<file path="config.mk">
export PLATFORM = sky130hd
export DESIGN_NAME = kgp_sub_seq
export DESIGN_NICKNAME = d
export VERILOG_FILES = /design/src/rtl/kgp_sub_seq.sv
export SDC_FILE = /design/constraint.sdc
export NUM_CORES = 1
export LEC_CHECK = 0
export ABC_AREA = 1
export CORE_ASPECT_RATIO = 0.8
export CORE_MARGIN = 5
export CORE_UTILIZATION = 30
export DETAILED_ROUTE_END_ITERATION = 6
export GPL_TIMING_DRIVEN = 0
export PLACE_DENSITY = 0.45
export SYNTH_ARGS = -nofsm -noshare
export SYNTH_HDL_FRONTEND = slang
export SYNTH_HIERARCHICAL = 1
export SYNTH_SLANG_ARGS = --single-unit
</file>
<file path="constraint.sdc">
create_clock -name clk -period 2.59 [get_ports clk]
set_input_delay 0.3885 -clock clk [delete_from_list [all_inputs] [get_ports clk]]
set_output_delay 0.3885 -clock clk [all_outputs]
set_load 0.03 [all_outputs]
</file>
<file path="src/rtl/kgp_sub_seq.sv">
// Multi-cycle add/subtract: kill/generate/propagate carries resolved by recursive
// doubling, one level per clock through a shared per-position combine stage.
module kgp_sub_seq_cell (
  input  logic [1:0] k,
  input  logic [1:0] far,
  output logic [1:0] nxt
);
  // A propagate inherits the code from s positions below; kill/generate are final.
  assign nxt = (k == 2'b01) ? far : k;
endmodule

module kgp_sub_seq #(
  parameter int W      = 16,
  parameter int LEVELS = 5
) (
  input  logic         clk,
  input  logic         rst_n,
  input  logic         in_valid,
  output logic         in_ready,
  input  logic [W-1:0] a,
  input  logic [W-1:0] b,
  input  logic         op_sub,
  output logic         out_valid,
  input  logic         out_ready,
  output logic [W-1:0] d,
  output logic         c_out,
  output logic         ovf
);
  localparam int LW = (LEVELS > 1) ? $clog2(LEVELS) + 1 : 1;

  typedef enum logic [1:0] {IDLE, BUSY, DONE} state_e;

  state_e              state_q, state_d;
  logic [W:0][1:0]     k_q, k_d, k_step;
  logic [LW-1:0]       lvl_q, lvl_d;
  logic [W-1:0]        a_q, a_d, bb_q, bb_d, d_q, d_d;
  logic                c_q, c_d, ovf_q, ovf_d, ov_q, ov_d;
  logic [W-1:0]        b_eff;
  logic [W:0]          carry;

  assign b_eff = op_sub ? ~b : b;

  // Per-position operand select for the current stride s = 2^lvl.
  for (genvar i = 0; i <= W; i++) begin : g_pos
    logic [1:0] far;
    always_comb begin
      far = k_q[i];
      for (int l = 0; l < LEVELS; l++)
        if (lvl_q == LW'(l) && i >= (1 << l))
          far = k_q[(i >= (1 << l)) ? i - (1 << l) : i];
    end
    kgp_sub_seq_cell u_cell (.k(k_q[i]), .far(far), .nxt(k_step[i]));
    assign carry[i] = (k_q[i] == 2'b11);
  end

  always_comb begin
    state_d = state_q;
    k_d     = k_q;
    lvl_d   = lvl_q;
    a_d     = a_q;
    bb_d    = bb_q;
    d_d     = d_q;
    c_d     = c_q;
    ovf_d   = ovf_q;
    ov_d    = ov_q;
    case (state_q)
      IDLE: if (in_valid) begin
        a_d     = a;
        bb_d    = b_eff;
        k_d[0]  = op_sub ? 2'b11 : 2'b00;
        for (int i = 0; i < W; i++)
          k_d[i+1] = {a[i] & b_eff[i], a[i] | b_eff[i]};
        lvl_d   = '0;
        state_d = BUSY;
      end
      BUSY: begin
        k_d   = k_step;
        lvl_d = lvl_q + LW'(1);
        if (lvl_q == LW'(LEVELS - 1)) state_d = DONE;
      end
      DONE: begin
        // First DONE cycle registers the result; afterwards wait for the consumer.
        if (!ov_q) begin
          d_d   = a_q ^ bb_q ^ carry[W-1:0];
          c_d   = carry[W];
          ovf_d = carry[W] ^ carry[W-1];
          ov_d  = 1'b1;
        end else if (out_ready) begin
          ov_d    = 1'b0;
          state_d = IDLE;
        end
      end
      default: state_d = IDLE;
    endcase
  end

  always_ff @(posedge clk or negedge rst_n) begin
    if (!rst_n) begin
      state_q <= IDLE;
      k_q     <= '0;
      lvl_q   <= '0;
      a_q     <= '0;
      bb_q    <= '0;
      d_q     <= '0;
      c_q     <= 1'b0;
      ovf_q   <= 1'b0;
      ov_q    <= 1'b0;
    end else begin
      state_q <= state_d;
      k_q     <= k_d;
      lvl_q   <= lvl_d;
      a_q     <= a_d;
      bb_q    <= bb_d;
      d_q     <= d_d;
      c_q     <= c_d;
      ovf_q   <= ovf_d;
      ov_q    <= ov_d;
    end
  end

  assign in_ready  = rst_n && (state_q == IDLE);
  assign out_valid = ov_q;
  assign d         = d_q;
  assign c_out     = c_q;
  assign ovf       = ovf_q;
endmodule

</file>
After elaboration in Yosys (flattened, before gate mapping) --
Index checks and enable logic that the tools add are counted.
Storage, ports and cells: input port bits 37, flip-flop bits (word level) 91
Operators by class: reductions and logical operators 25, equality and inequality tests 64, mux-type cells 83, $add $sub $neg 1, bitwise gates (word level) 38
Operator list (count):
- 2-bit two-way mux | 75
- 34-bit case mux with 2 select lines | 1
- 4-bit AND reduction | 17
- 2-bit == test (second input constant) | 18
- 2-bit by 1-bit == test with 1-bit output (second input constant) | 17
- 34-bit two-way mux | 1
- 2-bit by 1-bit inequality test with 1-bit output (second input constant) | 16
- 16-bit bitwise XOR | 2
- 1-bit bitwise AND | 16
- 16-bit two-way mux | 1
- 16-bit inverter | 1
- 1-bit bitwise OR | 16
- 2-bit inequality test (second input constant) | 5
- 4-bit by 2-bit == test with 1-bit output (second input constant) | 2
- 4-bit case mux with 2 select lines | 1
- 6-bit inequality test (second input constant) | 1
- 2-bit case mux with 3 select lines | 1
- 2-bit AND reduction | 3
- 5-bit inequality test (second input constant) | 1
- 4-bit by 1-bit adder with 4-bit output (second input constant) | 1
- 4-bit by 1-bit == test with 1-bit output (second input constant) | 1
- 4-bit by 3-bit == test with 1-bit output (second input constant) | 1
- 4-bit zero test | 1
- 4-bit two-way mux | 1
- other kinds (9) | 11

Logic depth before layout (Yosys ltp) --
Gate-level depths: netlist of run 1.
depth after elaboration 8, mapped depth 13

Hierarchy --
Netlist of run 1, hierarchy kept.
Modules (own cells, without submodules):
- kgp_sub_seq | instances 1, area an instance 5602.9 sq um, seq. area each 2277.2 sq um, cells an instance 786
- kgp_sub_seq_cell | instances 17, area an instance 22.5 sq um, seq. area each 0.0 sq um, cells an instance 6

Least setup slack after synthesis of run 1 --
Ideal clock, no wire load.
kind reg-to-reg, start point register lvl_q[0], end point register k_q[24] (netlist name), slack 0.712 ns, setup time 0.083 ns, clock period less this slack 1.878 ns, data required time 2.507 ns, stages on the path, launching flop included 13, data arrival time 1.796 ns, path buffers 2, path through dfrtp_1 > inv_1 > ha_1 > buf_2 > buf_1 > nand3_1 > nand3_1 > nand2_1 > a21oi_1 > nor2_1 > nor2_1 > o22ai_1 > o21ai_0
RTL lines:
- start, declared | RTL line 35 | logic [LW-1:0] lvl_q, lvl_d;
- start signal, assigned | RTL line 111 | lvl_q <= lvl_d;
- end signal, assigned | RTL line 110 | k_q <= k_d;
- end, declared | RTL line 34 | logic [W:0][1:0] k_q, k_d, k_step;

==> run summary, run 1 <==
The final reports fail on negative hold slack. The die covers 0.0229 mm2. Among all flip-flop cells after synthesis, the most frequent one is sky130_fd_sc_hd__dfrtp_1. Setup repair after global routing left no endpoint under its margin.

In this run the deepest clock path goes through 2 buffers. In this run the static leakage power is 3.48 nW. For this design, the sink count on the clock tree is 91. Yosys instantiated no cell more often than sky130_fd_sc_hd__nand2_1. After global routing the overflow that remains totals 0.

The run gives 0 as the buffers inserted during post-CTS setup optimization. The tools report the number of setup violations in the final report as 0. The tools report the total CTS buffers as 9.

In this run, synthesis produced a sequential element count of 91. The starting DRC count in detailed routing is 547, and the total number of placement rows is 46. The slowest stage of the critical path is the sky130_fd_sc_hd__dfrtp_1 cell. TritonCTS built the clock tree. The tools report the via count of the first global-routing pass as 5774. The run gives 888 as the gate count after technology mapping.

The H-tree was split into 3 levels. Entering global routing, the biggest net connects 63 pins. After the last flow step, the layout net total stands at 996. Global-route wire length before repair: 34100 um.

The worst setup margin is 0.359 ns, and the required time at the endpoint of the critical path is 2.86 ns. The setup path with the least slack is of type register to register. In this run the horizontal extent of the chip is 168 um. For the pin with the worst max-slew slack, the measured transition is 0.690 ns. On the final layout, the worst clock skew is 0.00706 ns.

The tools report the post-detailed-routing wire length as 21600 um. The cell type with the highest aggregate area in the netlist is sky130_fd_sc_hd__dfrtp_1. The routed length per placed instance is 17.7 um, and the number of distinct library cells after synthesis is 22. On the critical path the largest part of the delay comes from buffers and inverters. The fraction of post-synthesis cell area in the top cell type by area is 0.380, and the half-perimeter wire length of the detailed placement result is 16400 um.

Sorting the synthesized cells by area gives the leading types as sky130_fd_sc_hd__dfrtp_1 (38%), sky130_fd_sc_hd__nand2_1 (17%), sky130_fd_sc_hd__o21ai_0 (7.8%), sky130_fd_sc_hd__inv_1 (7.0%), sky130_fd_sc_hd__nand3_1 (6.4%). The worst hold slack is -0.00583 ns, and the max-slew violation total from the final report is 0. 0 antenna diodes ended up in the layout. After detailed routing, the number of vias per cell comes to 4.80. The sequential cells in the finished layout cover a total of 0.00228 mm2.

57 I/O pins were placed. Relative to the synthesized area, the layout overhead comes to 20.5%. The tools report the area taken by multi-input logic gates as 0.00306 mm2.

STA classifies the critical path endpoint as a register. The routed layout has 5872 vias. In this run the worst path has a maximum fanout of 19. Average cell area after synthesis: 6.74 um2. The iteration count of the initial detailed-routing pass was 5. The flow ran to the end, but the final reports show violations. Clock root buffer master: sky130_fd_sc_hd__clkbuf_16.

For the final hold violation count, the log shows 21. The congestion estimate from routability-driven global placement came to 0.865. The count of nets left with antenna violations once routing finished came out at 0.

In this run, synthesis inferred 0 flip-flops with an integrated enable. Across the VDD grid, the largest voltage drop is 0.494 mV. Count of filler cells inserted in the layout: 2175. The fraction of final layout cells with drive strength greater than 1 is 0.0521, and the initial antenna violation count is 0. The class of the most critical hold timing path is input port to async pin. The time the worst path needs with I/O delays and setup was 2.23 ns; the worst slew margin relative to its limit was 0.540. The signal on the critical path passes through inv_1, ha_1, buf_2, nand3_1, inv_1, nand2_1, nand2_1, nor2_1, nor2_1, o21ai_0, o21ai_0. The run gives 0.35 ns as the clock latency reported for the late side of the worst-skew pair. The worst setup slack after placement was 0.115 ns; the mapped cell area was 0.00599 mm2.

The clock transition at the registers of the reported paths is 0.07 ns. From bottom edge to top edge, the die measures 136 um. Counting every net in the synthesized netlist gives 929. Based on the critical path, the design can be clocked at up to 448 MHz.

Sequential-to-total area share from yosys stat: 0.380. In the synthesized netlist, the cells that appear most often are sky130_fd_sc_hd__nand2_1 (273), sky130_fd_sc_hd__inv_1 (112), sky130_fd_sc_hd__o21ai_0 (93). For this design the ratio of total power to cell area is 1450 mW/mm2. The run gives 0.303 as the initial standard-cell utilization of the core.

Max-cap violations in this run came to 0. The number of buffers and inverters on the critical path was 3. The category of the worst setup path launch point is a register. The run gives 6 as the count of yosys warnings during synthesis. The share of the clock period used by the worst path after layout was 0.861; the combined global-route utilization of all metal layers was 0.193.

In the routed design, unresolved DRC markers number 0. The share of flip-flops with an asynchronous set or reset was 1.00; the arrival time of the worst setup path was 2.51 ns. The count of input and output buffers came out at 55. The largest single stage delay on the critical path is 0.43 ns. The placeable core region came out at 0.0197 mm2.
==> placed cells by master, fill, tap and decap left out <==
| cell type | n |
|---|---|
| sky130_fd_sc_hd__clkbuf_1 | 21 |
| sky130_fd_sc_hd__clkdlybuf4s50_1 | 54 |
| sky130_fd_sc_hd__nor2_1 | 61 |
| sky130_fd_sc_hd__buf_12 | 1 |
| sky130_fd_sc_hd__inv_1 | 112 |
| sky130_fd_sc_hd__buf_2 | 22 |
| sky130_fd_sc_hd__buf_16 | 1 |
| sky130_fd_sc_hd__clkbuf_16 | 9 |
| sky130_fd_sc_hd__clkinvlp_4 | 2 |
| sky130_fd_sc_hd__o21ai_0 | 93 |
| sky130_fd_sc_hd__nand3_1 | 76 |
| sky130_fd_sc_hd__inv_6 | 2 |
| sky130_fd_sc_hd__o21ai_1 | 18 |
| sky130_fd_sc_hd__o211ai_1 | 11 |
| sky130_fd_sc_hd__xor2_1 | 16 |
| sky130_fd_sc_hd__inv_2 | 1 |
| sky130_fd_sc_hd__xnor2_1 | 35 |
| sky130_fd_sc_hd__nand2_1 | 273 |
| sky130_fd_sc_hd__ha_1 | 4 |
| sky130_fd_sc_hd__nor2_4 | 1 |
| sky130_fd_sc_hd__nand4_1 | 9 |
| sky130_fd_sc_hd__buf_6 | 2 |
| sky130_fd_sc_hd__clkinv_4 | 1 |
| sky130_fd_sc_hd__o22ai_1 | 16 |
| sky130_fd_sc_hd__dfrtp_1 | 91 |
| sky130_fd_sc_hd__buf_4 | 3 |
| sky130_fd_sc_hd__a21oi_1 | 20 |
| sky130_fd_sc_hd__nand2_2 | 4 |
| sky130_fd_sc_hd__bufinv_16 | 1 |
==> flip-flops by register name (all words and copies together) (netlist names) <==
| name | count |
|---|---|
| d | 16 |
| state_q | 2 |
| k_q | 32 |
| out_valid | 1 |
| a_q | 16 |
| c_out | 1 |
| ovf | 1 |
| lvl_q | 4 |
| bb_q | 16 |
| g_pos.far | 2 |
==> area by class of cell <==
cell class | instances | share of cell area
Multi-Input combinational cell | 637 | 0.425
Sequential cell | 91 | 0.316
Timing Repair Buffer | 57 | 0.0831
Inverter | 113 | 0.0588
Tap cell | 264 | 0.0458
Clock buffer | 10 | 0.0317
Buffer | 46 | 0.0304
Clock inverter | 6 | 0.00989
==> report_power, final <==
| group | total, mW | leakage [nW] | internal, mW | switching (mW) |
|---|---|---|---|---|
| clock network | 1.38 | 0.140 | 0.759 | 0.626 |
| logic | 5.96 | 2.21 | 2.27 | 3.70 |
| registers | 3.08 | 1.13 | 2.09 | 0.991 |
| total | 10.4 | 3.48 | 5.12 | 5.31 |
==> stage by stage <==
step	TNS, ns	cells	power, mW	utilization	area, um2
final	0	1224	10.4	0.365	7210
after global routing	0	1224	11.5	0.365	7210
after CTS	0	1224	10.5	0.364	7190
after detailed placement	0	1208	9.05	0.349	6890
after global placement	-251.12	1207	9.04	0.348	6870
after floorplan	0	888	7.05	-	5990
==> path summary, 6_finish.rpt <==
kind	slack (ns)	to	start	cells past startpoint
setup / recovery	0.36	k_q[32]$_DFFE_PN0P_	lvl_q[0]$_DFFE_PN0P_	11
min in group clk	0.49	d[7]$_DFFE_PN0P_	d[7]$_DFFE_PN0P_	2
hold / removal	-0.006	k_q[31]$_DFFE_PN0P_	rst_n	2
max in group asynchronous	2.27	d[2]$_DFFE_PN0P_	rst_n	2
setup reg to reg	0.36	k_q[32]$_DFFE_PN0P_	lvl_q[0]$_DFFE_PN0P_	11
hold reg to reg	0.49	d[7]$_DFFE_PN0P_	d[7]$_DFFE_PN0P_	2
==> worst register-to-register path: stages, from the launching register on <==
cell and delay [ns]:
sky130_fd_sc_hd__dfrtp_1 0.43, sky130_fd_sc_hd__inv_1 0.13, sky130_fd_sc_hd__ha_1 0.19, sky130_fd_sc_hd__buf_2 0.35
sky130_fd_sc_hd__nand3_1 0.30, sky130_fd_sc_hd__inv_1 0.22, sky130_fd_sc_hd__nand2_1 0.08, sky130_fd_sc_hd__nand2_1 0.09
sky130_fd_sc_hd__nor2_1 0.05, sky130_fd_sc_hd__nor2_1 0.08, sky130_fd_sc_hd__o21ai_0 0.08, sky130_fd_sc_hd__o21ai_0 0.15
==> kinds of logic (layout without fill, tap and decap cells) <==
group                      count (synthesis)  after routing  share of synthesized area
DFF                                       91             91                      0.380
buffers and inverters                    160            232                      0.108
AOI/OAI and AO/OA                        158            158                      0.140
and+or+nand+nor                          424            424                      0.288
xor gates and xnor gates                  51             51                     0.0746
adders and majority gates                  4              4                    0.00836
==> routing by layer <==
metal | part of all wire | global-route usage
met1 | 0.51 | 0.290
met2 | 0.43 | 0.288
met3 | 0.045 | 0.0302
met4 | 0.015 | 0.0496
met5 | 0 | 0
==> timing repair <==
action,in CTS,in global routing
setup endpoints to repair,0,7
hold endpoints to repair,0,30
gates resized for setup,0,1
hold buffers,0,1
Power figures use the tool's default switching activity.
==> inputs of run 2 (changes only) <==
==> constraint.sdc (replaced) <==
create_clock -name clk -period 2.2 [get_ports clk]
set_input_delay 0.33 -clock clk [delete_from_list [all_inputs] [get_ports clk]]
set_output_delay 0.33 -clock clk [all_outputs]
set_load 0.03 [all_outputs]
==> run summary, run 2 (same netlist as run 1, synthesis figures left out) <==
The tools report the design internal power as 6.11 mW. The met1 wire length was 11200 um. The number of antenna-violating nets in the routed design is 0. The highest metal layer carrying signal wires in the routed design is met4. The share of the clock period used by the worst path after layout works out to 0.928. The slowest stage of the critical path belongs to the cell sky130_fd_sc_hd__dfrtp_1. Clock-pin slew was measured on the worst setup and hold paths at 0.07 ns.

The number of buffers and inverters on the critical path is 2. Setup slack on the worst reg-to-reg path comes out at 0.16 ns. In the final routed layout, each cell accounts on average for 17.9 um.

The worst slew margin relative to its limit was 0.531. The analysis attributes to cell leakage a power of 3.54 nW. The required time at the endpoint of the critical path was 2.41 ns. The time the worst path needs with I/O delays and setup was 2.04 ns.

The starting DRC count in detailed routing is 514. At the pin with the least slew margin, the transition time is 0.704 ns. Leaving out fill and tap cells, the most frequent cell in the layout is sky130_fd_sc_hd__nand2_1. After global routing the overflow that remains totals 0. The fraction of final layout cells with drive strength greater than 1 came out at 0.0664. The half-perimeter wire length of the detailed placement result was 16400 um. The logs give 0.586 mV for the peak ir drop on the vdd network and 22000 um for the post-detailed-routing wire length.

The amount of wire on met2 after detailed routing was 9420 um; the final estimated routing congestion in global placement was 0.865. The overall power consumption is 12.4 mW. The via count of the first global-routing pass was 5806; the die outline height was 136 um. The number of setup buffers added after CTS is 0. The clock root buffer master is sky130_fd_sc_hd__clkbuf_16. The run gives 0 as the initial antenna violation count. The tools report the total number of placement rows as 46. The startpoint identified for the worst register-to-register timing path is lvl_q[1]$_DFFE_PN0P_.

On the final layout, the worst clock skew is 0.00665 ns. CTS saw 91 sinks. The worst setup path is captured at a register.

The run gives 0.0461 ns as the worst hold slack. The worst-case reg-to-reg path depth is 12, and the clock latency reported for the late side of the worst-skew pair is 0.35 ns. The tools report the number of setup violations in the final report as 0. The total number of cells along the worst setup path was 12.

For the max-slew violation total from the final report, the log shows 0. The run gives 0.0197 mm2 as the placeable core region. The area of the die is 0.0229 mm2. Category of the worst setup path launch point: a register. The clock network fraction of total power is 0.132. The run gives 972 um as the length of routed met3 wiring.

Input and output buffers added on the ports amount to 55. The flip-flop count of the largest register after layout came out at 32. Traced cell by cell, the critical path runs through inv_1, ha_2, nand2_4, buf_4, nand2_1, nand3_1, nand2_1, a21oi_1, nor2_1, nor2_1, o22ai_1, o21ai_0. The global-route wire length before repair is 34500 um. In this design, the largest share of critical-path delay is due to simple AND/OR/NAND/NOR gates. The logs give 2171 for the count of filler cells inserted in the layout and 32 for the largest net degree at the start of global routing. The floorplan step set the die width to 168 um. The proportion of total power due to net switching is 0.508. In the routed design, unresolved DRC markers number 0. The power density relative to cell area is 1700 mW/mm2. The largest register by flop count is k_q.

The H-tree was split into 3 levels. The run finished with clean final reports. The run gives 57 as the number of placed I/O pins.

At the end of the flow, the number of nets in the layout was 1000. Buffers inserted during clock tree synthesis total 9. The library cells used most frequently in the layout, excluding fill and tap cells, are sky130_fd_sc_hd__nand2_1 (273), sky130_fd_sc_hd__inv_1 (111), sky130_fd_sc_hd__o21ai_0 (91). The logs give 5 for the iteration count of the initial detailed-routing pass and 0 for the final hold violation count. The number of max-cap violations was 0; the maximum fanout along the worst path was 10.

Setup repair after global routing could not meet its margin everywhere. The analysis attributes to net switching a power of 6.32 mW. The min-delay analysis places its worst path in the category input port to async pin. For the relative contribution of combinational cells to total power, the log shows 0.575. TritonCTS built the clock tree.

The peak per-stage delay on the critical path works out to 0.42 ns. The area growth from synthesis to layout is 22.4%. The combined global-route utilization of all metal layers came out at 0.196. In this run the critical register-to-register path is captured at k_q[24]$_DFFE_PN0P_.

In the routed layout, each cell is associated on average with a via count of 4.81. The run gives 2 as the maximum count of clock buffers along a single path. The initial standard-cell utilization of the core was 0.303; the number of vias after detailed routing was 5911. The sequential cell fraction of total power was 0.292; the number of diodes was 0. The startpoint-to-endpoint class of the critical path is register to register. Based on the critical path, the design can be clocked at up to 490 MHz. For the worst setup path, the data arrival time is 2.25 ns.
run 2: stage by stage:
step | utilization | std cells | TNS, ns | area (um2) | worst slack [ns]
floorplan | - | 888 | 0 | 5990 | 0.322
global placement | 0.348 | 1207 | -282.61 | 6870 | -3.32
detailed placement | 0.349 | 1208 | -1.07 | 6890 | -0.158
CTS | 0.369 | 1228 | 0 | 7290 | 0.0191
global route | 0.371 | 1228 | -0.0107 | 7330 | -0.0107
finish | 0.371 | 1228 | 0 | 7330 | 0.158
run 2: per-layer routing:
layer	global-route usage	vias up
met4	0.0496	0
met1	0.295	2792
met2	0.292	149
met3	0.0302	22
met5	0	-
li1	-	2948
run 2: power by group through the flow:
| stage | clock [mW] | sequential (mW) | combinational [mW] |
|---|---|---|---|
| final | 1.64 | 3.63 | 7.15 |
| after global routing | 1.74 | 3.74 | 8.13 |
| after CTS | 1.68 | 3.61 | 7.08 |
| after detailed placement | 0 | 3.63 | 7.02 |
| after global placement | 0 | 3.64 | 7.00 |
| after floorplan | 0 | 3.42 | 4.88 |
run 2: tightest hold or removal path, stage by stage:
cell                     delay (ns)
sky130_fd_sc_hd__buf_6         0.12
sky130_fd_sc_hd__buf_12        0.11
sky130_fd_sc_hd__buf_12        0.19
run 2: worst max-delay path by stage:
stage	end	startpoint	slack [ns]
floorplan	k_q[24]$_DFFE_PN0P_	lvl_q[0]$_DFFE_PN0P_	0.32
global placement	in_ready	rst_n	-3.32
detailed placement	in_ready	rst_n	-0.16
CTS	k_q[24]$_DFFE_PN0P_	lvl_q[0]$_DFFE_PN0P_	0.02
global route	k_q[18]$_DFFE_PN0P_	lvl_q[1]$_DFFE_PN0P_	-0.01
finish	k_q[24]$_DFFE_PN0P_	lvl_q[1]$_DFFE_PN0P_	0.16
run 2: cell type report:
type                    instances  area (um2)  area share
multi-input cells             637        3080       0.420
plain buffers                  47         245      0.0335
clock inverters                 6        71.3     0.00974
clock buffers                  10         229      0.0313
repair buffers                 60         672      0.0917
well taps                     264         330      0.0451
flip-flops and latches         91        2280       0.311
inverters                     113         424      0.0579
run 2: repair_timing:
item | CTS | global route
pin swaps | 0 | 1
cloned | 1 | 0
setup endpoints to repair | 10 | 23
endpoints found under the hold margin | 30 | 0
gates resized for setup | 2 | 26
hold buffers | 3 | 0
==> inputs of run 3 (changes only) <==
--- a/config.mk
+++ b/config.mk
@@ -10,8 +10,9 @@
 export CORE_MARGIN = 5
 export CORE_UTILIZATION = 30
 export DETAILED_ROUTE_END_ITERATION = 6
+export DONT_BUFFER_PORTS = 1
 export GPL_TIMING_DRIVEN = 0
-export PLACE_DENSITY = 0.45
+export PLACE_DENSITY = 0.42
 export SYNTH_ARGS = -nofsm -noshare
 export SYNTH_HDL_FRONTEND = slang
 export SYNTH_HIERARCHICAL = 1
==> constraint.sdc (replaced) <==
create_clock -name clk -period 2.33 [get_ports clk]
set_input_delay 0.3495 -clock clk [delete_from_list [all_inputs] [get_ports clk]]
set_output_delay 0.3495 -clock clk [all_outputs]
set_load 0.03 [all_outputs]
==> run summary, run 3 (same netlist as run 1, synthesis figures left out) <==
In this run the standard cell core region covers 0.0197 mm2. Ranked by flip-flop count, first place goes to k_q. The first detailed-routing pass took 5 iterations. For the final database, setup skew stands at 0.00909 ns.

The tools report the clock root buffer master as sky130_fd_sc_hd__clkbuf_16. The class of the most critical hold timing path is input port to async pin. The most frequent standard cell in the layout excluding fill and tap cells was sky130_fd_sc_hd__nand2_1.

The total number of placement rows is 46, and the number of vias after detailed routing is 5683. The run gives 1152 as the cell count after placement. The maximum count of clock buffers along a single path was 2; the maximum clock frequency was 469 MHz. For the half-perimeter wire length of the detailed placement result, the log shows 16300 um. From left edge to right edge, the die measures 168 um. Data on the critical path is required at its endpoint by 2.56 ns.

Number of placed I/O pins: 57. Setup violations remaining at the end of the flow were counted as 0. The top cell types in the final layout, fill and taps aside, are sky130_fd_sc_hd__nand2_1 (273), sky130_fd_sc_hd__inv_1 (112), sky130_fd_sc_hd__o21ai_0 (93).

The buffers inserted during post-CTS setup optimization came out at 0. For this run the aggregate overflow at the end of global routing stands at 0. The die outline height is 136 um. The category of the worst setup path launch point was a register. The run gives 0 as the number of antenna-violating nets in the routed design.

The run gives 9 as the total CTS buffers. The initial antenna violation count is 0. The number of remaining DRC errors was 0.

STA classifies the critical path endpoint as a register. The logs give 0.337 for the utilization after layout and 0.00632 mm2 for the placement-stage cell area. The power density relative to cell area came out at 1720 mW/mm2. The register with the most flip-flops in the layout has 32 of them. The combined global-route utilization of all metal layers is 0.192, and the number of sinks handled by clock tree synthesis is 91. The run gives 91 as the final hold violation count. For flop-to-flop paths, the worst setup slack is 0.20 ns.

The critical path is of the register to register type. Routability-driven placement finished with a final weighted congestion of 0.867. The H-tree was split into 3 levels.

The tools report the worst hold slack as -0.312 ns. The run finished, with violations left. The logs give 0 for the max-slew violation total from the final report and 11.4 mW for the overall power consumption. For the number of max-cap violations, the log shows 0.

The worst register-to-register path begins at lvl_q[0]$_DFFE_PN0P_. The initial standard-cell utilization of the core is 0.303. The checks that failed: negative hold slack.

The area of the die was 0.0229 mm2. The via count of the first global-routing pass was 5668. Final cell count without fillers: 1167. TritonCTS built the clock tree. For the worst setup path, the data arrival time is 2.36 ns.

Setup repair after global routing could not meet its margin everywhere. The first global-routing pass estimated 33800 um of wire. Wires add up to 21700 um.

The worst-case reg-to-reg path depth is 12, and the fraction of final layout cells with drive strength greater than 1 is 0.0565. The maximum fanout along the worst path is 19. For the count of filler cells inserted in the layout, the log shows 2186.

Relative to the synthesized area, the layout overhead comes to 11.1%. At the pin with the least slew margin, the transition time is 0.716 ns. Worst slew margin relative to its limit: 0.523. The later pin in the worst-skew pair is clocked with a latency of 0.35 ns.

The number of antenna diodes in the final layout is 0. The clock period could shrink to 2.13 ns. The via count normalized by instance count is 4.87.

The share of the clock period used by the worst path after layout was 0.915; the total number of nets in the final design was 939. With fillers left out, the area of the finished cells amounts to 0.00665 mm2. The worst-case IR drop observed on VDD is 0.423 mV.

The worst register-to-register path ends at k_q[32]$_DFFE_PN0P_. The largest net degree at the start of global routing is 93. The count of input and output buffers came out at 0. The starting DRC count in detailed routing is 477, and the routed length per placed instance is 18.6 um. The cell leakage power came out at 3.27 nW.

After clock tree synthesis, the clock-pin slew on the worst setup and hold paths is 0.07 ns.
-- run 3: changes by cell type in the layout (fill, tap and decap cells not counted), moves of 2 or more --
cell / delta
sky130_fd_sc_hd__o21ai_1: -2
sky130_fd_sc_hd__ha_2: -2
sky130_fd_sc_hd__clkdlybuf4s50_1: -54
sky130_fd_sc_hd__buf_6: -3
sky130_fd_sc_hd__o21ai_0: +2
sky130_fd_sc_hd__ha_1: +2
sky130_fd_sc_hd__buf_12: -3
-- run 3: where the power goes --
part	leakage (nW)	internal (mW)	switching, mW	total, mW
sequential	1.13	2.32	1.34	3.66
clock	0.155	0.956	0.711	1.67
combinational	1.99	2.30	3.82	6.12
-- run 3: worst max-delay path by stage --
stage | from | endpoint | slack (ns)
final | lvl_q[0]$_DFFE_PN0P_ | k_q[32]$_DFFE_PN0P_ | 0.20
after global routing | lvl_q[0]$_DFFE_PN0P_ | k_q[28]$_DFFE_PN0P_ | -0.02
after CTS | lvl_q[0]$_DFFE_PN0P_ | k_q[32]$_DFFE_PN0P_ | 0.10
after detailed placement | lvl_q[0]$_DFFE_PN0P_ | k_q[24]$_DFFE_PN0P_ | -0.04
after global placement | lvl_q[0]$_DFFE_PN0P_ | k_q[30]$_DFFE_PN0P_ | -0.02
after floorplan | lvl_q[0]$_DFFE_PN0P_ | k_q[24]$_DFFE_PN0P_ | 0.45
-- run 3: through the flow --
step           setup WS [ns]  hold slack [ns]  setup TNS, ns
3_5_place_dp         -0.0448           0.0607        -0.0738
4_1_cts                0.102           -0.324              0
6_report               0.197           -0.312              0
5_1_grt              -0.0232           -0.330        -0.0232
3_3_place_gp         -0.0189           0.0595        -0.0462
2_1_floorplan          0.452           0.0539              0
-- run 3: layout make-up --
cell class / count / area [um2] / area share
Clock inverter: 6 / 96.3 / 0.0145
Inverter: 113 / 424 / 0.0638
Tap cell: 264 / 330 / 0.0497
Sequential cell: 91 / 2280 / 0.343
Buffer: 46 / 229 / 0.0344
Multi-Input combinational cell: 637 / 3060 / 0.461
Clock buffer: 10 / 229 / 0.0344
-- run 3: routing by layer --
layer  vias to the layer above  share of wire  global-route usage
met4                         0          0.015              0.0410
met5                         -              0                   0
li1                       2832              -                   -
met1                      2684           0.50               0.281
met2                       144           0.43               0.292
met3                        23          0.056              0.0407
-- run 3: timing repair --
action,in CTS,in global routing
endpoints found under the hold margin,91,91
gates resized for setup,0,11
endpoints found under the setup margin,4,8
cloned,0,0
-- run 3: critical path, cell delays in order, from the launching register on --
cell	delay [ns]
sky130_fd_sc_hd__dfrtp_1	0.42
sky130_fd_sc_hd__inv_1	0.12
sky130_fd_sc_hd__ha_1	0.19
sky130_fd_sc_hd__clkbuf_4	0.30
sky130_fd_sc_hd__nand3_1	0.29
sky130_fd_sc_hd__o21ai_0	0.15
sky130_fd_sc_hd__inv_1	0.05
sky130_fd_sc_hd__nand2_1	0.08
sky130_fd_sc_hd__nand2_1	0.05
sky130_fd_sc_hd__nor2_1	0.08
sky130_fd_sc_hd__nor2_1	0.04
sky130_fd_sc_hd__o21ai_0	0.14
sky130_fd_sc_hd__o21ai_0	0.09
